## config.mk

```make
export PLATFORM = sky130hd
export DESIGN_NAME = rs_aged
export DESIGN_NICKNAME = d
export VERILOG_FILES = /design/src/rtl/sys_defs.sv /design/src/rtl/age_select.sv /design/src/rtl/rs_aged.sv
export SDC_FILE = /design/constraint.sdc
export NUM_CORES = 2
export LEC_CHECK = 0
export BUFFER_PORTS_ARGS = -buffer_cell sky130_fd_sc_hd__buf_2
export CORE_ASPECT_RATIO = 0.8
export CORE_MARGIN = 10
export CORE_UTILIZATION = 45
export DETAILED_ROUTE_END_ITERATION = 16
export PLACE_DENSITY = 0.68
export REMOVE_ABC_BUFFERS = 1
export SYNTH_ARGS = -nofsm -noshare
export SYNTH_HDL_FRONTEND = slang
export SYNTH_SLANG_ARGS = --single-unit
```

## constraint.sdc

```tcl
create_clock -name clock -period 14.6 [get_ports clock]
set_input_delay 2.19 -clock clock [delete_from_list [all_inputs] [get_ports clock]]
set_output_delay 2.19 -clock clock [all_outputs]
set_load 0.005 [all_outputs]
```

## src/rtl/sys_defs.sv

```systemverilog
// Shared reservation-station types: entry layout, branch-mask type and the empty entry.
package sys_defs;

  localparam int SYS_TAG_W   = 6;
  localparam int SYS_BMASK_W = 4;

  typedef logic [SYS_BMASK_W-1:0] BMASK_T;

  typedef struct packed {
    logic [SYS_TAG_W-1:0] dest;
    logic [SYS_TAG_W-1:0] t1;
    logic [SYS_TAG_W-1:0] t2;
    logic                 t1_ready;
    logic                 t2_ready;
    BMASK_T               bmask;
  } RS_ENTRY_T;

  localparam RS_ENTRY_T EMPTY_ENTRY = '0;

endpackage

```

## src/rtl/age_select.sv

```systemverilog
// Oldest-requester picker: age[i][j] set means entry i is older than entry j.
module age_select #(
  parameter int DEPTH = 16
) (
  input  logic [DEPTH-1:0]            req,
  input  logic [DEPTH-1:0][DEPTH-1:0] age,
  output logic [DEPTH-1:0]            grant
);

  always_comb begin
    grant = '0;
    for (int i = 0; i < DEPTH; i++) begin
      grant[i] = req[i];
      for (int j = 0; j < DEPTH; j++) begin
        if (j != i && req[j] && age[j][i]) grant[i] = 1'b0;
      end
    end
  end

endmodule

```

## src/rtl/rs_aged.sv

```systemverilog
// Reservation station with CDB wakeup, branch-mask squash/resolve and
// oldest-first multi-port issue driven by an allocation-time age matrix.
module rs_aged
  import sys_defs::*;
#(
  parameter int DEPTH   = 16,
  parameter int DISP_W  = 2,
  parameter int ISSUE_W = 2,
  parameter int CDB_W   = 2,
  parameter int TAG_W   = SYS_TAG_W,
  parameter int BMASK_W = SYS_BMASK_W,
  localparam int CNT_W  = $clog2(DEPTH) + 1
) (
  input  logic                          clock,
  input  logic                          reset,
  input  logic [DISP_W-1:0]             disp_valid,
  input  RS_ENTRY_T [DISP_W-1:0]        disp_row,
  input  logic [CDB_W-1:0]              cdb_valid,
  input  logic [CDB_W-1:0][TAG_W-1:0]   cdb_tag,
  input  logic [ISSUE_W-1:0]            issue_stall,
  input  logic                          br_resolve_valid,
  input  logic [BMASK_W-1:0]            br_resolve_mask,
  input  logic                          br_squash_valid,
  input  logic [BMASK_W-1:0]            br_squash_mask,
  output logic [ISSUE_W-1:0]            issue_valid,
  output RS_ENTRY_T [ISSUE_W-1:0]       issue_row,
  output logic [CNT_W-1:0]              free_count,
  output logic                          full
);

  localparam int LANE_W = (DISP_W > 1) ? $clog2(DISP_W) : 1;

  logic [DEPTH-1:0]            busy, busy_n;
  RS_ENTRY_T [DEPTH-1:0]       entries, entries_n;
  logic [DEPTH-1:0][DEPTH-1:0] age, age_n;
  logic [CNT_W-1:0]            free_count_n;

  RS_ENTRY_T [DEPTH-1:0]       woken;
  logic [DEPTH-1:0]            squash_hit;
  logic [DEPTH-1:0]            ready;
  logic [DEPTH-1:0]            issued;
  logic [DEPTH-1:0]            alloc_new;
  logic [LANE_W-1:0]           alloc_lane [DEPTH];
  logic [DEPTH-1:0]            remaining [ISSUE_W+1];
  logic [DEPTH-1:0]            grant [ISSUE_W];

  function automatic logic cdb_hit(input logic [SYS_TAG_W-1:0]          tag,
                                   input logic [CDB_W-1:0]              v,
                                   input logic [CDB_W-1:0][TAG_W-1:0]   tags);
    logic hit;
    hit = 1'b0;
    for (int c = 0; c < CDB_W; c++) begin
      if (v[c] && tags[c] == tag) hit = 1'b1;
    end
    return hit;
  endfunction

  // Current entries with this cycle's broadcasts folded in; squashed entries never request.
  always_comb begin
    woken      = entries;
    squash_hit = '0;
    ready      = '0;
    for (int i = 0; i < DEPTH; i++) begin
      woken[i].t1_ready = entries[i].t1_ready | cdb_hit(entries[i].t1, cdb_valid, cdb_tag);
      woken[i].t2_ready = entries[i].t2_ready | cdb_hit(entries[i].t2, cdb_valid, cdb_tag);
      squash_hit[i]     = br_squash_valid && |(entries[i].bmask & br_squash_mask);
      ready[i]          = busy[i] && woken[i].t1_ready && woken[i].t2_ready && !squash_hit[i];
    end
  end

  assign remaining[0] = ready;

  for (genvar p = 0; p < ISSUE_W; p++) begin : g_port
    age_select #(.DEPTH(DEPTH)) u_age_select (
      .req   (remaining[p]),
      .age   (age),
      .grant (grant[p])
    );
    assign remaining[p+1] = issue_stall[p] ? remaining[p] : (remaining[p] & ~grant[p]);
  end

  always_comb begin
    issue_valid = '0;
    issue_row   = '0;
    issued      = '0;
    for (int p = 0; p < ISSUE_W; p++) begin
      if (!issue_stall[p] && |grant[p]) begin
        issue_valid[p] = 1'b1;
        issued         = issued | grant[p];
        for (int i = 0; i < DEPTH; i++) begin
          if (grant[p][i]) issue_row[p] = woken[i];
        end
      end
    end
  end

  // Lanes are accepted in order against the registered free count, then packed into the lowest free slots.
  always_comb begin
    logic [CNT_W-1:0] accepted;
    logic [DEPTH-1:0] taken;
    logic             found;
    accepted  = '0;
    taken     = busy;
    found     = 1'b0;
    alloc_new = '0;
    for (int i = 0; i < DEPTH; i++) alloc_lane[i] = '0;
    for (int k = 0; k < DISP_W; k++) begin
      if (disp_valid[k] && accepted < free_count) begin
        accepted = accepted + 1'b1;
        if (!(br_squash_valid && |(disp_row[k].bmask & br_squash_mask))) begin
          found = 1'b0;
          for (int i = 0; i < DEPTH; i++) begin
            if (!found && !taken[i]) begin
              found         = 1'b1;
              taken[i]      = 1'b1;
              alloc_new[i]  = 1'b1;
              alloc_lane[i] = LANE_W'(k);
            end
          end
        end
      end
    end
  end

  always_comb begin
    logic [CNT_W-1:0] busy_cnt;
    busy_n    = busy;
    entries_n = entries;
    age_n     = age;
    busy_cnt  = '0;
    for (int i = 0; i < DEPTH; i++) begin
      if (alloc_new[i]) begin
        busy_n[i]             = 1'b1;
        entries_n[i]          = disp_row[alloc_lane[i]];
        entries_n[i].t1_ready = disp_row[alloc_lane[i]].t1_ready
                                | cdb_hit(disp_row[alloc_lane[i]].t1, cdb_valid, cdb_tag);
        entries_n[i].t2_ready = disp_row[alloc_lane[i]].t2_ready
                                | cdb_hit(disp_row[alloc_lane[i]].t2, cdb_valid, cdb_tag);
      end else begin
        busy_n[i]             = busy[i] & ~issued[i] & ~squash_hit[i];
        entries_n[i].t1_ready = woken[i].t1_ready;
        entries_n[i].t2_ready = woken[i].t2_ready;
      end
      if (br_resolve_valid) entries_n[i].bmask = entries_n[i].bmask & ~br_resolve_mask;
      busy_cnt = busy_cnt + CNT_W'(busy_n[i]);
    end
    // A new entry is younger than everything already held and than lower-lane siblings.
    for (int x = 0; x < DEPTH; x++) begin
      for (int y = 0; y < DEPTH; y++) begin
        if (x == y)            age_n[x][y] = 1'b0;
        else if (alloc_new[x]) age_n[x][y] = alloc_new[y] && (alloc_lane[y] > alloc_lane[x]);
        else if (alloc_new[y]) age_n[x][y] = 1'b1;
      end
    end
    free_count_n = CNT_W'(DEPTH) - busy_cnt;
  end

  always_ff @(posedge clock or negedge reset) begin
    if (!reset) begin
      busy       <= '0;
      age        <= '0;
      free_count <= CNT_W'(DEPTH);
      for (int i = 0; i < DEPTH; i++) entries[i] <= EMPTY_ENTRY;
    end else begin
      busy       <= busy_n;
      entries    <= entries_n;
      age        <= age_n;
      free_count <= free_count_n;
    end
  end

  assign full = (free_count == '0);

endmodule

```

Yosys cells after proc, flatten, opt, wreduce, memory -nomap -nowiden
Index checks and enable logic that the tools add are counted.
Storage, ports and cells
  flip-flop bits (word level): 645
  bits of input ports: 78
  output and inout port bits: 56
  logic and storage cells: 3264
Operators by class
  add/sub/neg operators: 16
  $lt $le $gt $ge: 258
  eq/ne operators: 128
  multiplexer cells: 1191
  bitwise gates (word level): 166
  reductions and logical operators: 1167
Operators with widths (number)
  two-way mux 24 bit: 66
  two-way mux 1 bit: 1066
  logical AND 1 bit: 948
  equality test 6 bit: 128
  > comparator 1 bit: 240
  nonzero test 2 bit: 120
  two-way mux 16 bit: 11
  bitwise AND 4 bit: 34
  two-way mux 4 bit: 32
  logical NOT 1 bit: 78
  OR reduction 4 bit: 18
  OR 1 bit: 64
  adder 5 x 1 -> 5 bit: 11
  bitwise AND 1 bit: 32
  less-than comparator 1 x 2 -> 1 bit, second input constant: 16
  two-way mux 2 bit: 16
  NOT 1 bit: 32
  OR reduction 16 bit: 2
  bitwise AND 16 bit: 1
  NOT 16 bit: 1
  OR 16 bit: 1
  adder 4 x 1 -> 5 bit: 1
  logical NOT 5 bit: 1
  less-than comparator 1 x 5 -> 1 bit, first input constant: 1
  6 further kinds: 6

Longest topological paths before layout
  depth in word-level cells: 175
  mapped depth: 35
  mapped depth without buffers: 28

Hierarchy
Synthesis repeated with hierarchy kept, for this count alone.
Unflattened totals
  cell total of the unflattened synthesis: 6520
  area total of the unflattened synthesis: 50588.5 um2
Modules (own cells, without submodules)
  rs_aged: instances 1, cells an instance 6040, area each 47102.7 um2
  age_select: instances 2, cells an instance 240, area each 1742.9 um2

Worst setup path before layout
No wires, ideal clock.
  path type: input port to flip-flop
  start point: input cdb_tag[8] (netlist bit)
  end point: register free_count[4]
  library setup time: 80 ps
  data arrival time: 9102 ps
  setup slack: 5418 ps
  stages on the path: 28
  cells stage by stage: buf_4 -> buf_6 -> buf_6 -> xor2_1 -> nor4_4 -> o32ai_2 -> or2_0 -> a211oi_1 -> nand4_2 -> nand2b_1 -> a32o_1 -> or4b_1 -> or2_1 -> clkbuf_1 -> buf_2 -> nor2_1 -> o21a_1 -> fa_1 -> ha_1 -> fa_1 -> inv_1 -> fa_1 -> fa_1 -> fa_1 -> inv_1 -> ha_1 -> fa_1 -> xor2_1
On the way
  longest elaborated chain between the ends: 65
RTL lines
  from (decl): line rs_aged.sv:19  | input logic [CDB_W-1:0][TAG_W-1:0] cdb_tag,
  equality test 6 bit: line rs_aged.sv:53  | if (v[c] && tags[c] == tag) hit = 1'b1;
  logical AND 1 bit: line rs_aged.sv:53
  two-way mux 1 bit: line rs_aged.sv:53
  OR 1 bit: line rs_aged.sv:64  | woken[i].t1_ready = entries[i].t1_ready | cdb_hit(entries[i].t1, cdb_valid, cdb_tag);
  logical AND 1 bit (3 in a row): line rs_aged.sv:67  | ready[i] = busy[i] && woken[i].t1_ready && woken[i].t2_ready && !squash_hit[i];
  logical AND 1 bit: line age_select.sv:15  | if (j != i && req[j] && age[j][i]) grant[i] = 1'b0;
  two-way mux 1 bit (15 in a row): line age_select.sv:15
  NOT 16 bit: line rs_aged.sv:79  | assign remaining[p+1] = issue_stall[p] ? remaining[p] : (remaining[p] & ~grant[p]);
  (+25 left out)
  adder 1 x 1 -> 2 bit: line rs_aged.sv:145  | busy_cnt = busy_cnt + CNT_W'(busy_n[i]);
  adder 2 x 1 -> 3 bit: line rs_aged.sv:145
  adder 3 x 1 -> 4 bit: line rs_aged.sv:145
  adder 4 x 1 -> 5 bit: line rs_aged.sv:145
  adder 5 x 1 -> 5 bit (10 in a row): line rs_aged.sv:145
  adder 5 x 1 -> 5 bit *: line rs_aged.sv:145
  subtractor 5 bit *: line rs_aged.sv:155  | free_count_n = CNT_W'(DEPTH) - busy_cnt;
  named net free_count_n[4]: line rs_aged.sv:36  | logic [CNT_W-1:0] free_count_n;
  to (signal assigned): line rs_aged.sv:162  | free_count <= CNT_W'(DEPTH);
  to (signal assigned): line rs_aged.sv:168  | free_count <= free_count_n;
  to (decl): line rs_aged.sv:27  | output logic [CNT_W-1:0] free_count,
The timed path passes the listed nets; every way through them passes the cells marked *.
A chain may end at the register's enable or synchronous reset.

==> impl_metrics.ini <==
[clock_network]
post_cts_resized = 0
cts.reportedPaths.clkPinSlew_ns = 0.07
cts_hold_buf = 0
cts.sinks = 645
cts-root-buf = clkbuf_16
post_cts_buffers = 0
clk_latency_ns = 0.71
clk_path_buf_depth = 3
cts_tree = yes
cts-htree-levels = 3
numCtsBuffers = 76

[logic_synthesis]
yosysTopAreaCell = dfrtp_1
syn_area_mm2 = 0.0501
yosysSeqAreaShare_pct = 32.2
ys_seq_elements = 645
synth-edff-count = 0
synth_area_leaders = dfrtp_1 (32%), xnor2_1 (8.2%), nand2_1 (6.2%), nor2_1 (5.0%), xor2_1 (4.6%)
async_flop_share_pct = 100
synthTopCellsByCount = nand2_1 (830), nor2_1 (671), dfrtp_1 (644), xnor2_1 (468), clkbuf_1 (443)
synth_cells = 6172
synth_top_cell_area_share_pct = 32.2
ys_warn_count = 0
ys.flop_type = dfrtp_1
avgSynthCellArea_um2 = 8.12
yosysUniqueCellTypes = 112
yosysMostFrequentCell = nand2_1

[final_layout]
drive_gt1_share_pct = 10.9
final_util_pct = 49.5
fillCellCount = 10700
final_area_mm2 = 0.0547
nNetsFinal = 6102
area_growth_pct = 9.20

[timing]
finalHoldViolCount = 0
period_share_pct = 90.0
fin_hold_ws_ns = 0.493
period_needed_ns = 13.14
fin_setup_tns_ns = 0
slew_headroom_pct = -8.20
clock.fmax_ghz = 0.0761
clock_skew_ns = 0.0317
tightest_slew_ns = 1.62
rsz0062_at_grt = false
setup_viol = 0
final_max_slew_viol_count = 20

[placed_design]
dp_hpwl_um = 204000
io_buffers = 133
gp_congestion = 1.10
placed_cell_area_mm2 = 0.0520

[power]
power_density_mw_per_mm2 = 172
p_leak_nw = 22.2
ir_drop_uv = 154

[routing]
drt-initial-drc-count = 10400
met1_length_um = 112000
avgRoutedWirePerCell_um = 39.1
via_per_inst = 7.39
ant_nets = 0
finalWirelength_um = 294000
met3WireLength_um = 53300
highest_layer = met5
first_pass_iters = 13
drc = 0
wl_met2_um = 108000
vias = 55500

[critical_path]
start_kind = input pin
reg2reg_from = entries[7]
crit_chain = buf_4 > buf_4 > xor2_1 > nor4_1 > o32ai_4 > buf_4 > a211oi_2 > buf_4 > nor4b_1 > nand4_1 > and3_1 > a2111o_1 > or3_4 > and2_4 > a221o_1 > a311oi_1 > nor3_1 > o221a_1 > buf_2
startpoint = cdb_tag[4]
slowest_delay_ns = 1.29
crit_required_ns = 12.41
critPathBufInv = 5
crit_fanout = 37
end_kind = primary output
critPathKind = in -> out
worstPathArrival_ns = 10.95
cp_slowest_cell = nand4_1
path_common_cell = buf_4
cp_top_family = simple AND/OR/NAND/NOR gates

[worst_hold_path]
hp-start = age[235]
min_path_type = reg -> reg

[die]
core_mm2 = 0.110
die_area_mm2 = 0.125
initial_utilization_pct = 45.3
ios = 134
rows = 109
dieHeight_um = 318
die_w_um = 393

[run_status]
status = finished, violations left
violations = max-capacitance violations, max-slew violations

[run]
cap_viol_max_count = 3

[grt]
grt_overflow = 0
grt_pass1_wl_um = 407000
grt_max_degree = 150
antenna_found_initial = 18
grt_pass1_vias = 51000
grt_use_total_pct = 45.1
## where the power goes
| part | internal (mW) | switching [mW] | leakage, nW |
|---|---|---|---|
| Combinational | 1.40 | 3.09 | 12.6 |
| Clock | 1.25 | 0.904 | 1.32 |
| Sequential | 2.15 | 0.641 | 8.22 |
## layout by cell type, fill, tap and decap left out, drive strengths merged, types with 28 or more instances in the layout
cell	synthesis	routed
mux2i	189	189
xor2	262	262
a22oi	121	121
nand3	128	128
a31oi	45	45
o22ai	114	114
inv	127	133
a211oi	40	40
o21ai	322	322
buf	174	369
o221ai	71	71
nand2	830	830
o211ai	68	68
o311a	42	42
a21oi	242	242
nor3	112	112
a21boi	86	86
o22a	61	61
or3	28	28
a221o	49	49
nand4	168	168
nor4	109	109
clkbuf	443	102
nor2	674	674
xnor2	468	468
a221oi	79	79
dfrtp	644	644
## registers in the layout (all words and copies together), names as in the netlist
signal / count
entries: 384
free_count: 5
busy: 16
age: 240
## worst paths after layout
kind / to / slack (ns) / depth (start not counted)
min in group asynchronous: age[28] / 1.58 / 1
max: issue_row[43] / 1.46 / 19
min reg2reg: age[235] / 0.49 / 1
min: age[235] / 0.49 / 1
max in group asynchronous: entries[12] / 10.72 / 3
max reg2reg: free_count[4] / 3.75 / 28
## stage by stage
stage / setup slack (ns) / total power, mW / instances
after floorplan: 3.11 / 4.66 / 5555
after global routing: 1.74 / 9.60 / 7506
after global placement: 1.98 / 6.89 / 7367
after detailed placement: 2.05 / 6.91 / 7367
final: 1.46 / 9.43 / 7511
after CTS: 2.31 / 9.06 / 7506
## final cells by class
type,instances,area (µm²),share of cell area (%)
well taps,1443,1810,3.30
diodes,5,12.5,0.0229
flip-flops and latches,645,16100,29.5
repair buffers,369,2540,4.64
multi-input cells,4780,31000,56.7
clock buffers,102,2200,4.03
inverters,130,488,0.892
clock inverters,37,505,0.924
## per-layer routing
| layer | vias to the layer above | track usage, % |
|---|---|---|
| li1 | 21900 | - |
| met1 | 26800 | 60.1 |
| met2 | 5516 | 57.0 |
| met3 | 1291 | 24.4 |
| met4 | 20 | 23.8 |
| met5 | - | 0.316 |
## kinds of logic (layout without fill, tap and decap cells)
group | after synthesis | after routing | synth area share (%)
compound gates | 1645 | 1645 | 23.9
fa+ha+maj | 25 | 25 | 0.774
other cells | 0 | 5 | 0
buf+inv | 747 | 638 | 6.48
xor+xnor | 730 | 730 | 12.8
flops | 645 | 645 | 32.2
simple gates | 2182 | 2182 | 19.8
mux | 198 | 198 | 3.98
No activity file was read; power rests on OpenSTA's default activity.
